$ cat src/rtl/neuron_layer_mac_serial.sv
`timescale 1ns/1ps
// -----------------------------------------------------------------------------
// neuron_layer_mac_serial
//
// Dense-layer evaluator. It takes one operation (an input vector, a weight
// matrix, per-neuron biases and an activation mode) and then produces
// NUM_NEURONS results, one at a time. LANES products are formed per MAC
// cycle. Each result is bias-aligned, activated, requantized and saturated,
// and then streamed out over a valid/ready handshake.
//
// Optional feature:
//   NEURON_LAYER_SAT_CNT_EN - when defined, adds the sat_count output, a
//   16-bit saturating count of results that were clipped. Only reset clears
//   it.
//
// Ports:
//   clk        clock
//   rst        asynchronous active-high reset
//   in_valid   operation request
//   in_ready   block is idle and can accept an operation
//   act_mode   0 none, 1 ReLU, 2 leaky ReLU (x>>>3), 3 none; captured on accept
//   x_flat     input vector, element i at [i*X_W +: X_W]
//   w_flat     weights, neuron n element i at index n*NUM_INPUTS+i
//   b_flat     biases, neuron n at [n*B_W +: B_W]
//   out_valid  out_data/out_idx/out_last are valid
//   out_ready  downstream accepts the current result
//   out_data   signed result (OUT_FRAC fractional bits)
//   out_idx    neuron index of out_data
//   out_last   high with the result of neuron NUM_NEURONS-1
//   busy       block is not idle
//   sat_count  clipped-result counter (NEURON_LAYER_SAT_CNT_EN only)
//
// state | meaning
// IDLE  | waiting for an operation; in_ready high
// MAC   | K product issue cycles plus one drain cycle for the product register
// FIN   | bias, activation, requantize and saturate; register the result
// OUT   | result presented; wait for out_ready
// -----------------------------------------------------------------------------
module neuron_layer_mac_serial #(
  parameter int NUM_INPUTS  = 8,
  parameter int NUM_NEURONS = 4,
  parameter int LANES       = 2,
  parameter int X_W         = 8,
  parameter int W_W         = 8,
  parameter int B_W         = 32,
  parameter int OUT_W       = 16,
  parameter int X_FRAC      = 4,
  parameter int W_FRAC      = 4,
  parameter int B_FRAC      = 8,
  parameter int OUT_FRAC    = 8,
  parameter int GUARD_BITS  = 2
) (
  input  logic                                            clk,
  input  logic                                            rst,
  input  logic                                            in_valid,
  output logic                                            in_ready,
  input  logic [1:0]                                      act_mode,
  input  logic [NUM_INPUTS*X_W-1:0]                       x_flat,
  input  logic [NUM_NEURONS*NUM_INPUTS*W_W-1:0]           w_flat,
  input  logic [NUM_NEURONS*B_W-1:0]                      b_flat,
  output logic                                            out_valid,
  input  logic                                            out_ready,
  output logic signed [OUT_W-1:0]                         out_data,
  output logic [((NUM_NEURONS > 1) ? $clog2(NUM_NEURONS) : 1)-1:0] out_idx,
  output logic                                            out_last,
  output logic                                            busy
`ifdef NEURON_LAYER_SAT_CNT_EN
  ,
  output logic [15:0]                                     sat_count
`endif
);

  localparam int K      = NUM_INPUTS / LANES;
  localparam int IDX_W  = (NUM_NEURONS > 1) ? $clog2(NUM_NEURONS) : 1;
  localparam int CNT_W  = $clog2(K + 1);
  localparam int P_FRAC = X_FRAC + W_FRAC;
  localparam int PROD_W = X_W + W_W;
  localparam int ACC_A  = X_W + W_W + $clog2(NUM_INPUTS);
  localparam int B_SHL  = (B_FRAC < P_FRAC) ? P_FRAC - B_FRAC : 0;
  localparam int B_SHR  = (B_FRAC > P_FRAC) ? B_FRAC - P_FRAC : 0;
  localparam int ACC_B  = B_W + B_SHL;
  localparam int ACC_W  = ((ACC_A > ACC_B) ? ACC_A : ACC_B) + GUARD_BITS + 1;
  localparam int RQ_SHR = (OUT_FRAC < P_FRAC) ? P_FRAC - OUT_FRAC : 0;
  localparam int RQ_SHL = (OUT_FRAC > P_FRAC) ? OUT_FRAC - P_FRAC : 0;
  // One extra bit keeps the rounding add from wrapping.
  localparam int RQ_W   = ACC_W + RQ_SHL + 1;
  localparam int RND_VAL = (RQ_SHR > 0) ? (1 << ((RQ_SHR > 0) ? RQ_SHR - 1 : 0)) : 0;

  localparam logic [IDX_W-1:0] LAST_IDX = IDX_W'(NUM_NEURONS - 1);
  localparam logic [CNT_W-1:0] CNT_END  = CNT_W'(K);
  localparam logic signed [RQ_W-1:0] SAT_MAX =
    $signed({{(RQ_W-OUT_W+1){1'b0}}, {(OUT_W-1){1'b1}}});
  localparam logic signed [RQ_W-1:0] SAT_MIN = ~SAT_MAX;

  typedef enum logic [1:0] {
    S_IDLE = 2'd0,
    S_MAC  = 2'd1,
    S_FIN  = 2'd2,
    S_OUT  = 2'd3
  } state_t;

  state_t state, state_nxt;

  logic [NUM_INPUTS*X_W-1:0]             x_q;
  logic [NUM_NEURONS*NUM_INPUTS*W_W-1:0] w_q;
  logic [NUM_NEURONS*B_W-1:0]            b_q;
  logic [1:0]                            mode_q;
  logic signed [ACC_W-1:0]               acc;
  logic signed [ACC_W-1:0]               prod_q;
  logic [CNT_W-1:0]                      cnt;
  logic [IDX_W-1:0]                      n_idx;

  // ---------------------------------------------------------------------------
  // FSM
  // ---------------------------------------------------------------------------
  always_ff @(posedge clk or posedge rst) begin
    if (rst) state <= S_IDLE;
    else     state <= state_nxt;
  end

  always_comb begin
    state_nxt = state;
    case (state)
      S_IDLE: if (in_valid) state_nxt = S_MAC;
      S_MAC:  if (cnt == CNT_END) state_nxt = S_FIN;
      S_FIN:  state_nxt = S_OUT;
      S_OUT:  if (out_ready) state_nxt = (n_idx == LAST_IDX) ? S_IDLE : S_MAC;
      default: state_nxt = S_IDLE;
    endcase
  end

  always_comb begin
    in_ready = (state == S_IDLE);
    busy     = (state != S_IDLE);
  end

  // ---------------------------------------------------------------------------
  // Lane multipliers. Once every product is issued (cnt == K), the slice
  // select falls back to chunk 0. That product goes unused.
  // ---------------------------------------------------------------------------
  logic [CNT_W-1:0]         issue_j;
  logic signed [PROD_W-1:0] lane_prod [LANES];
  logic signed [ACC_W-1:0]  lane_sum;

  assign issue_j = (cnt < CNT_END) ? cnt : '0;

  for (genvar l = 0; l < LANES; l++) begin : g_lane
    logic signed [X_W-1:0] x_e;
    logic signed [W_W-1:0] w_e;
    assign x_e = x_q[(int'(issue_j) * LANES + l) * X_W +: X_W];
    assign w_e = w_q[(int'(n_idx) * NUM_INPUTS + int'(issue_j) * LANES + l) * W_W +: W_W];
    assign lane_prod[l] = PROD_W'(x_e) * PROD_W'(w_e);
  end

  always_comb begin
    lane_sum = '0;
    for (int l = 0; l < LANES; l++) lane_sum = lane_sum + ACC_W'(lane_prod[l]);
  end

  // ---------------------------------------------------------------------------
  // Finish path: bias alignment, activation, requantize, saturate
  // ---------------------------------------------------------------------------
  logic signed [B_W-1:0]   bias_sel;
  logic signed [ACC_W-1:0] bias_al;
  logic signed [ACC_W-1:0] biased;
  logic signed [ACC_W-1:0] activated;
  logic signed [RQ_W-1:0]  rq_rnd;
  logic signed [RQ_W-1:0]  rq_val;
  logic signed [OUT_W-1:0] fin_data;

  always_comb begin
    bias_sel = b_q[int'(n_idx) * B_W +: B_W];
    // Only one of B_SHL and B_SHR is ever nonzero.
    bias_al  = (ACC_W'(bias_sel) <<< B_SHL) >>> B_SHR;
    biased   = acc + bias_al;
    case (mode_q)
      2'd1:    activated = biased[ACC_W-1] ? '0 : biased;
      2'd2:    activated = biased[ACC_W-1] ? (biased >>> 3) : biased;
      default: activated = biased;
    endcase
    rq_rnd = RQ_W'(activated) + RQ_W'(RND_VAL);
    rq_val = (rq_rnd >>> RQ_SHR) <<< RQ_SHL;
    if (rq_val > SAT_MAX)      fin_data = SAT_MAX[OUT_W-1:0];
    else if (rq_val < SAT_MIN) fin_data = SAT_MIN[OUT_W-1:0];
    else                       fin_data = rq_val[OUT_W-1:0];
  end

  // ---------------------------------------------------------------------------
  // Datapath registers
  // ---------------------------------------------------------------------------
  always_ff @(posedge clk or posedge rst) begin
    if (rst) begin
      x_q       <= '0;
      w_q       <= '0;
      b_q       <= '0;
      mode_q    <= '0;
      acc       <= '0;
      prod_q    <= '0;
      cnt       <= '0;
      n_idx     <= '0;
      out_valid <= 1'b0;
      out_data  <= '0;
      out_idx   <= '0;
      out_last  <= 1'b0;
    end else begin
      case (state)
        S_IDLE: begin
          acc   <= '0;
          cnt   <= '0;
          n_idx <= '0;
          if (in_valid) begin
            x_q    <= x_flat;
            w_q    <= w_flat;
            b_q    <= b_flat;
            mode_q <= act_mode;
          end
        end
        S_MAC: begin
          // prod_q holds the previous cycle's lane sum. It is folded into acc
          // one cycle later, so the cnt == K cycle only drains the last sum.
          prod_q <= lane_sum;
          if (cnt != '0) acc <= acc + prod_q;
          if (cnt != CNT_END) cnt <= cnt + 1'b1;
        end
        S_FIN: begin
          out_data  <= fin_data;
          out_idx   <= n_idx;
          out_last  <= (n_idx == LAST_IDX);
          out_valid <= 1'b1;
        end
        S_OUT: begin
          if (out_ready) begin
            out_valid <= 1'b0;
            acc       <= '0;
            cnt       <= '0;
            n_idx     <= (n_idx == LAST_IDX) ? '0 : n_idx + 1'b1;
          end
        end
        default: ;
      endcase
    end
  end

`ifdef NEURON_LAYER_SAT_CNT_EN
  logic fin_clip;

  assign fin_clip = (rq_val > SAT_MAX) || (rq_val < SAT_MIN);

  always_ff @(posedge clk or posedge rst) begin
    if (rst) begin
      sat_count <= '0;
    end else if (state == S_FIN && fin_clip && sat_count != 16'hFFFF) begin
      sat_count <= sat_count + 16'd1;
    end
  end
`endif

endmodule

$ cat config.mk
export PLATFORM = sky130hd
export DESIGN_NAME = neuron_layer_mac_serial
export DESIGN_NICKNAME = d
export VERILOG_FILES = /design/src/rtl/neuron_layer_mac_serial.sv
export SDC_FILE = /design/constraint.sdc
export NUM_CORES = 2
export LEC_CHECK = 0
export BUFFER_PORTS_ARGS = -buffer_cell sky130_fd_sc_hd__buf_4
export CORE_ASPECT_RATIO = 1.25
export CORE_MARGIN = 3
export CORE_UTILIZATION = 54
export CTS_BUF_LIST = sky130_fd_sc_hd__clkbuf_8
export DETAILED_ROUTE_END_ITERATION = 16
export HOLD_SLACK_MARGIN = 0.03
export PLACE_DENSITY = 0.79
export SYNTH_ARGS = -nofsm -noshare
export SYNTH_HDL_FRONTEND = slang
export SYNTH_SLANG_ARGS = --single-unit
$ cat constraint.sdc
create_clock -name clk -period 17.6 [get_ports clk]
set_input_delay 1.76 -clock clk [delete_from_list [all_inputs] [get_ports clk]]
set_output_delay 1.76 -clock clk [all_outputs]
set_load 0.005 [all_outputs]
==> impl_results.html <==
<table>
<tr><th>Metric</th><th>Value</th></tr>
<tr><th colspan="2">Worst setup path</th></tr>
<tr><td>Worst path slowest cell</td><td>buf_4</td></tr>
<tr><td>Data required, critical path</td><td>approximately 18 ns</td></tr>
<tr><td>Worst-path fanout max</td><td>between 40 and 50</td></tr>
<tr><td>Endpoint arrival time on the critical path</td><td>approximately 9.6 ns</td></tr>
<tr><td>Max stage delay on crit path</td><td>roughly 0.64 ns</td></tr>
<tr><td>Startpoint Class</td><td>register</td></tr>
<tr><td>Worst setup path class</td><td>register to register</td></tr>
<tr><td>Worst setup EP type</td><td>register</td></tr>
<tr><td>Most frequent cell on the critical path</td><td>fa_1</td></tr>
<tr><td>Internal reg-to-reg setup slack</td><td>8.55 ns</td></tr>
<tr><th colspan="2">Floorplan</th></tr>
<tr><td>Core region area</td><td>0.0599 sq mm</td></tr>
<tr><td>Horizontal die dimension</td><td>227 microns</td></tr>
<tr><td>Die Y-Extent</td><td>between 200 and 300 microns</td></tr>
<tr><td>Effective utilization at floorplan</td><td>54.8%</td></tr>
<tr><td>Die area</td><td>between 0.06 and 0.07 sq mm</td></tr>
<tr><td>I/O pins</td><td>approximately 480</td></tr>
<tr><td>Row count</td><td>100</td></tr>
<tr><th colspan="2">Placement</th></tr>
<tr><td>Gpl congestion</td><td>between 0.9 and 1</td></tr>
<tr><td>Area after DPL</td><td>0.0371 sq mm</td></tr>
<tr><td>Estimated wirelength of the detail-placed design</td><td>approximately 75 mm</td></tr>
<tr><td>PortBufs</td><td>between 400 and 500</td></tr>
<tr><td>Pre-CTS WS</td><td>~8.7 ns</td></tr>
<tr><th colspan="2">STA</th></tr>
<tr><td>Post-layout minimum cycle time</td><td>9.05 ns</td></tr>
<tr><td>RSZ-0062 raised after global routing</td><td>no</td></tr>
<tr><td>Actual slew at the worst max-slew pin</td><td>about 1.2 ns</td></tr>
<tr><td>Setup WS post-layout</td><td>8.55 ns</td></tr>
<tr><td>Final Max Tran Viols</td><td>0</td></tr>
<tr><td>Max Clk Rate</td><td>between 100 and 150 MHz</td></tr>
<tr><td>Total count of hold-check failures in the final report</td><td>0</td></tr>
<tr><td>Fin Setup TNS</td><td>0 ns</td></tr>
<tr><td>Worst clock skew</td><td>~0.060 ns</td></tr>
<tr><td>Worst hold-check slack</td><td>between 0.4 and 0.5 ns</td></tr>
<tr><td>Final setup violation count</td><td>0</td></tr>
<tr><td>Fin crit share</td><td>51.4%</td></tr>
<tr><td>Relative slew slack</td><td>a little under a quarter</td></tr>
<tr><th colspan="2">Drt</th></tr>
<tr><td>Routed WL per cell</td><td>23.3 microns</td></tr>
<tr><td>Count of unresolved DRC violations after routing</td><td>0</td></tr>
<tr><td>Antenna-violating nets left</td><td>0</td></tr>
<tr><td>Vias per std cell</td><td>a little under 6</td></tr>
<tr><td>Overall routed net length</td><td>96.1 mm</td></tr>
<tr><td>Violation count after the first detailed-route iteration</td><td>roughly 1.4k</td></tr>
<tr><td>Via count</td><td>about 24k</td></tr>
<tr><td>Number of search-and-repair iterations in the first detailed-routing pass</td><td>5</td></tr>
<tr><th colspan="2">Synth</th></tr>
<tr><td>Most used flip-flop cell after synthesis</td><td>dfrtp_1</td></tr>
<tr><td>Count of flip-flops with a built-in enable after synthesis</td><td>0</td></tr>
<tr><td>Syn nets</td><td>3567</td></tr>
<tr><td>Cells after synthesis</td><td>approximately 2.8k</td></tr>
<tr><td>Total of flip-flops plus latches after synthesis</td><td>roughly 530</td></tr>
<tr><td>Number of warnings reported in the yosys synthesis log</td><td>0</td></tr>
<tr><td>Post-synth cell types</td><td>around 80</td></tr>
<tr><td>Share of the yosys chip area belonging to registers</td><td>between 40% and 50%</td></tr>
<tr><td>Syn_area_per_cell</td><td>about 12 sq um</td></tr>
<tr><td>Netlist area before placement</td><td>0.0329 sq mm</td></tr>
<tr><td>Ys async rst share</td><td>100%</td></tr>
<tr><th colspan="2">Clock tree</th></tr>
<tr><td>CTS tree</td><td>done</td></tr>
<tr><td>Hold bufs inserted after CTS</td><td>0</td></tr>
<tr><td>Setup fix buffers added after clock tree synthesis</td><td>0</td></tr>
<tr><td>CTS sink count</td><td>roughly 530</td></tr>
<tr><td>Insertion delay to the later sink of the worst-skew pair</td><td>between 0.7 and 0.8 ns</td></tr>
<tr><td>Clock tree buffer depth</td><td>3</td></tr>
<tr><td>TritonCTS buffer count</td><td>87</td></tr>
<tr><td>Clock root buffer</td><td>clkbuf_8</td></tr>
<tr><td>Clock slew seen by the registers of the worst setup and hold paths</td><td>approximately 0.06 ns</td></tr>
<tr><td>Depth of the CTS H-tree</td><td>3</td></tr>
<tr><td>Number of gates resized after CTS</td><td>0</td></tr>
<tr><th colspan="2">Final layout</th></tr>
<tr><td>Cell area after layout</td><td>0.0389 sq mm</td></tr>
<tr><td>Most common cell after layout, fill and taps aside</td><td>dfrtp_1</td></tr>
<tr><td>Proportion of layout cells with a drive suffix above 1</td><td>roughly a third</td></tr>
<tr><td>Final net count</td><td>~4.0k</td></tr>
<tr><td>Filler Cell Count</td><td>approximately 4.6k</td></tr>
<tr><td>Commonest cells after routing, fill and taps aside</td><td>526 x dfrtp_1, 501 x buf_4, 465 x mux2_2</td></tr>
<tr><td>Area added between synthesis and finish</td><td>18.5%</td></tr>
<tr><th colspan="2">Global routing</th></tr>
<tr><td>Total track usage</td><td>between 30 and 40%</td></tr>
<tr><td>Routing layer with the top usage in global route</td><td>met2</td></tr>
<tr><td>Initial antenna violation count</td><td>5</td></tr>
<tr><td>First-pass GRT wire length</td><td>about 150 mm</td></tr>
<tr><td>Grt met1 use</td><td>33.0%</td></tr>
<tr><td>Number of global-route vias before repair</td><td>about 26k</td></tr>
<tr><td>Global-route track usage on met3</td><td>7.17%</td></tr>
<tr><td>GR met2 Demand/Resource</td><td>roughly 54%</td></tr>
<tr><td>Overflow left after global routing</td><td>0</td></tr>
<tr><td>Pin count of the biggest net entering global routing</td><td>109</td></tr>
<tr><th colspan="2">Worst hold path</th></tr>
<tr><td>Path category of the worst min-delay check</td><td>register to register</td></tr>
<tr><th colspan="2">Job</th></tr>
<tr><td>Number of violations of the max-capacitance limit</td><td>0</td></tr>
<tr><th colspan="2">Status</th></tr>
<tr><td>Status</td><td>completed</td></tr>
</table>
==> kinds of logic (layout without fill, tap and decap cells) <==
| family | count (synthesis) | in the layout | synth area share (%) |
|---|---|---|---|
| adders and majority gates | 275 | 275 | 13.8 |
| AOI/OAI and AO/OA | 474 | 474 | 10.2 |
| xor gates and xnor gates | 82 | 82 | 2.26 |
| muxes | 584 | 584 | 21.4 |
| and+or+nand+nor | 539 | 539 | 7.93 |
| other | 0 | 3 | 0 |
| DFF | 529 | 529 | 40.3 |
| buffers and inverters | 355 | 872 | 4.10 |
==> Yosys cell counts, drive strengths merged (5+ instances only) <==
master | instances | share of area [%]
nor3 | 23 | 0.37
o211ai | 16 | 0.37
buf | 20 | 0.27
ha | 129 | 4.9
o32ai | 5 | 0.25
o31ai | 7 | 0.16
a2111oi | 6 | 0.18
a21boi | 5 | 0.13
a21o | 26 | 0.59
xor2 | 27 | 0.78
o21a | 19 | 0.43
a311oi | 17 | 0.45
a211oi | 68 | 1.6
a32o | 5 | 0.15
o21bai | 9 | 0.21
a22o | 40 | 1.1
nand3 | 26 | 0.40
inv | 214 | 2.4
and3 | 6 | 0.11
nand4 | 10 | 0.19
o21ai | 67 | 1.0
mux2i | 69 | 2.1
mux2 | 467 | 16
o22ai | 19 | 0.55
clkbuf | 120 | 1.4
nor2 | 91 | 1.0
xnor2 | 55 | 1.5
mux4 | 48 | 3.3
nand2 | 212 | 2.4
nand2b | 18 | 0.34
dfrtp | 529 | 40
nor2b | 35 | 0.67
a21oi | 92 | 1.4
fa | 146 | 8.9
a31oi | 40 | 0.76
and2 | 94 | 1.8
==> critical path: cells and delay by family (launching register included) <==
family | cells | cell delay, ns
multiplexers | 2 | 0.75
flip-flops | 1 | 0.61
AO/OA/AOI/OAI | 8 | 2.19
adder cells (fa/ha/maj) | 7 | 3.31
buffers and inverters | 5 | 1.14
AND/OR/NAND/NOR | 3 | 0.75
==> per-stage QoR <==
| step | std cells | util [%] |
|---|---|---|
| after global placement | 3964 | 61.9 |
| after global routing | 4122 | 65.0 |
| after detailed placement | 3964 | 61.9 |
| final | 4123 | 65.0 |
| after CTS | 4120 | 65.0 |
| after floorplan | 2838 | - |
==> registers in the layout, indices dropped and copies added (netlist names) <==
name	cells
acc	35
b_q	128
cnt	3
mode_q	2
n_idx	2
out_data	16
out_idx	2
out_last	1
out_valid	1
prod_q	17
state	2
w_q	256
x_q	64
==> layout make-up <==
| class | count | area (sq um) | share of cell area [%] |
|---|---|---|---|
| diodes | 3 | 7.51 | 0.0193 |
| inverters | 215 | 815 | 2.09 |
| well taps | 765 | 957 | 2.46 |
| multi-input cells | 1954 | 18300 | 47.0 |
| repair buffers | 501 | 3760 | 9.66 |
| clock inverters | 42 | 265 | 0.681 |
| flip-flops and latches | 529 | 13200 | 34.0 |
| clock buffers | 114 | 1570 | 4.03 |
==> final timing paths <==
path                          start    endpoint  cells after the start
min reg2reg                w_q[160]    w_q[160]                      1
max                          cnt[0]  prod_q[15]                     25
max in group asynchronous       rst     b_q[68]                      5
min                        w_q[160]    w_q[160]                      1
min in group asynchronous       rst    w_q[181]                      2
max reg2reg                  cnt[0]  prod_q[15]                     25
==> routing by layer <==
metal	routed length, microns	vias to the layer above
li1	-	10952
met1	34700	12152
met2	49300	813
met3	6620	235
met4	5480	4
met5	21	-
Power is not shown: default switching activity piles up to over one toggle a cycle in this logic, so the estimate is an artifact.
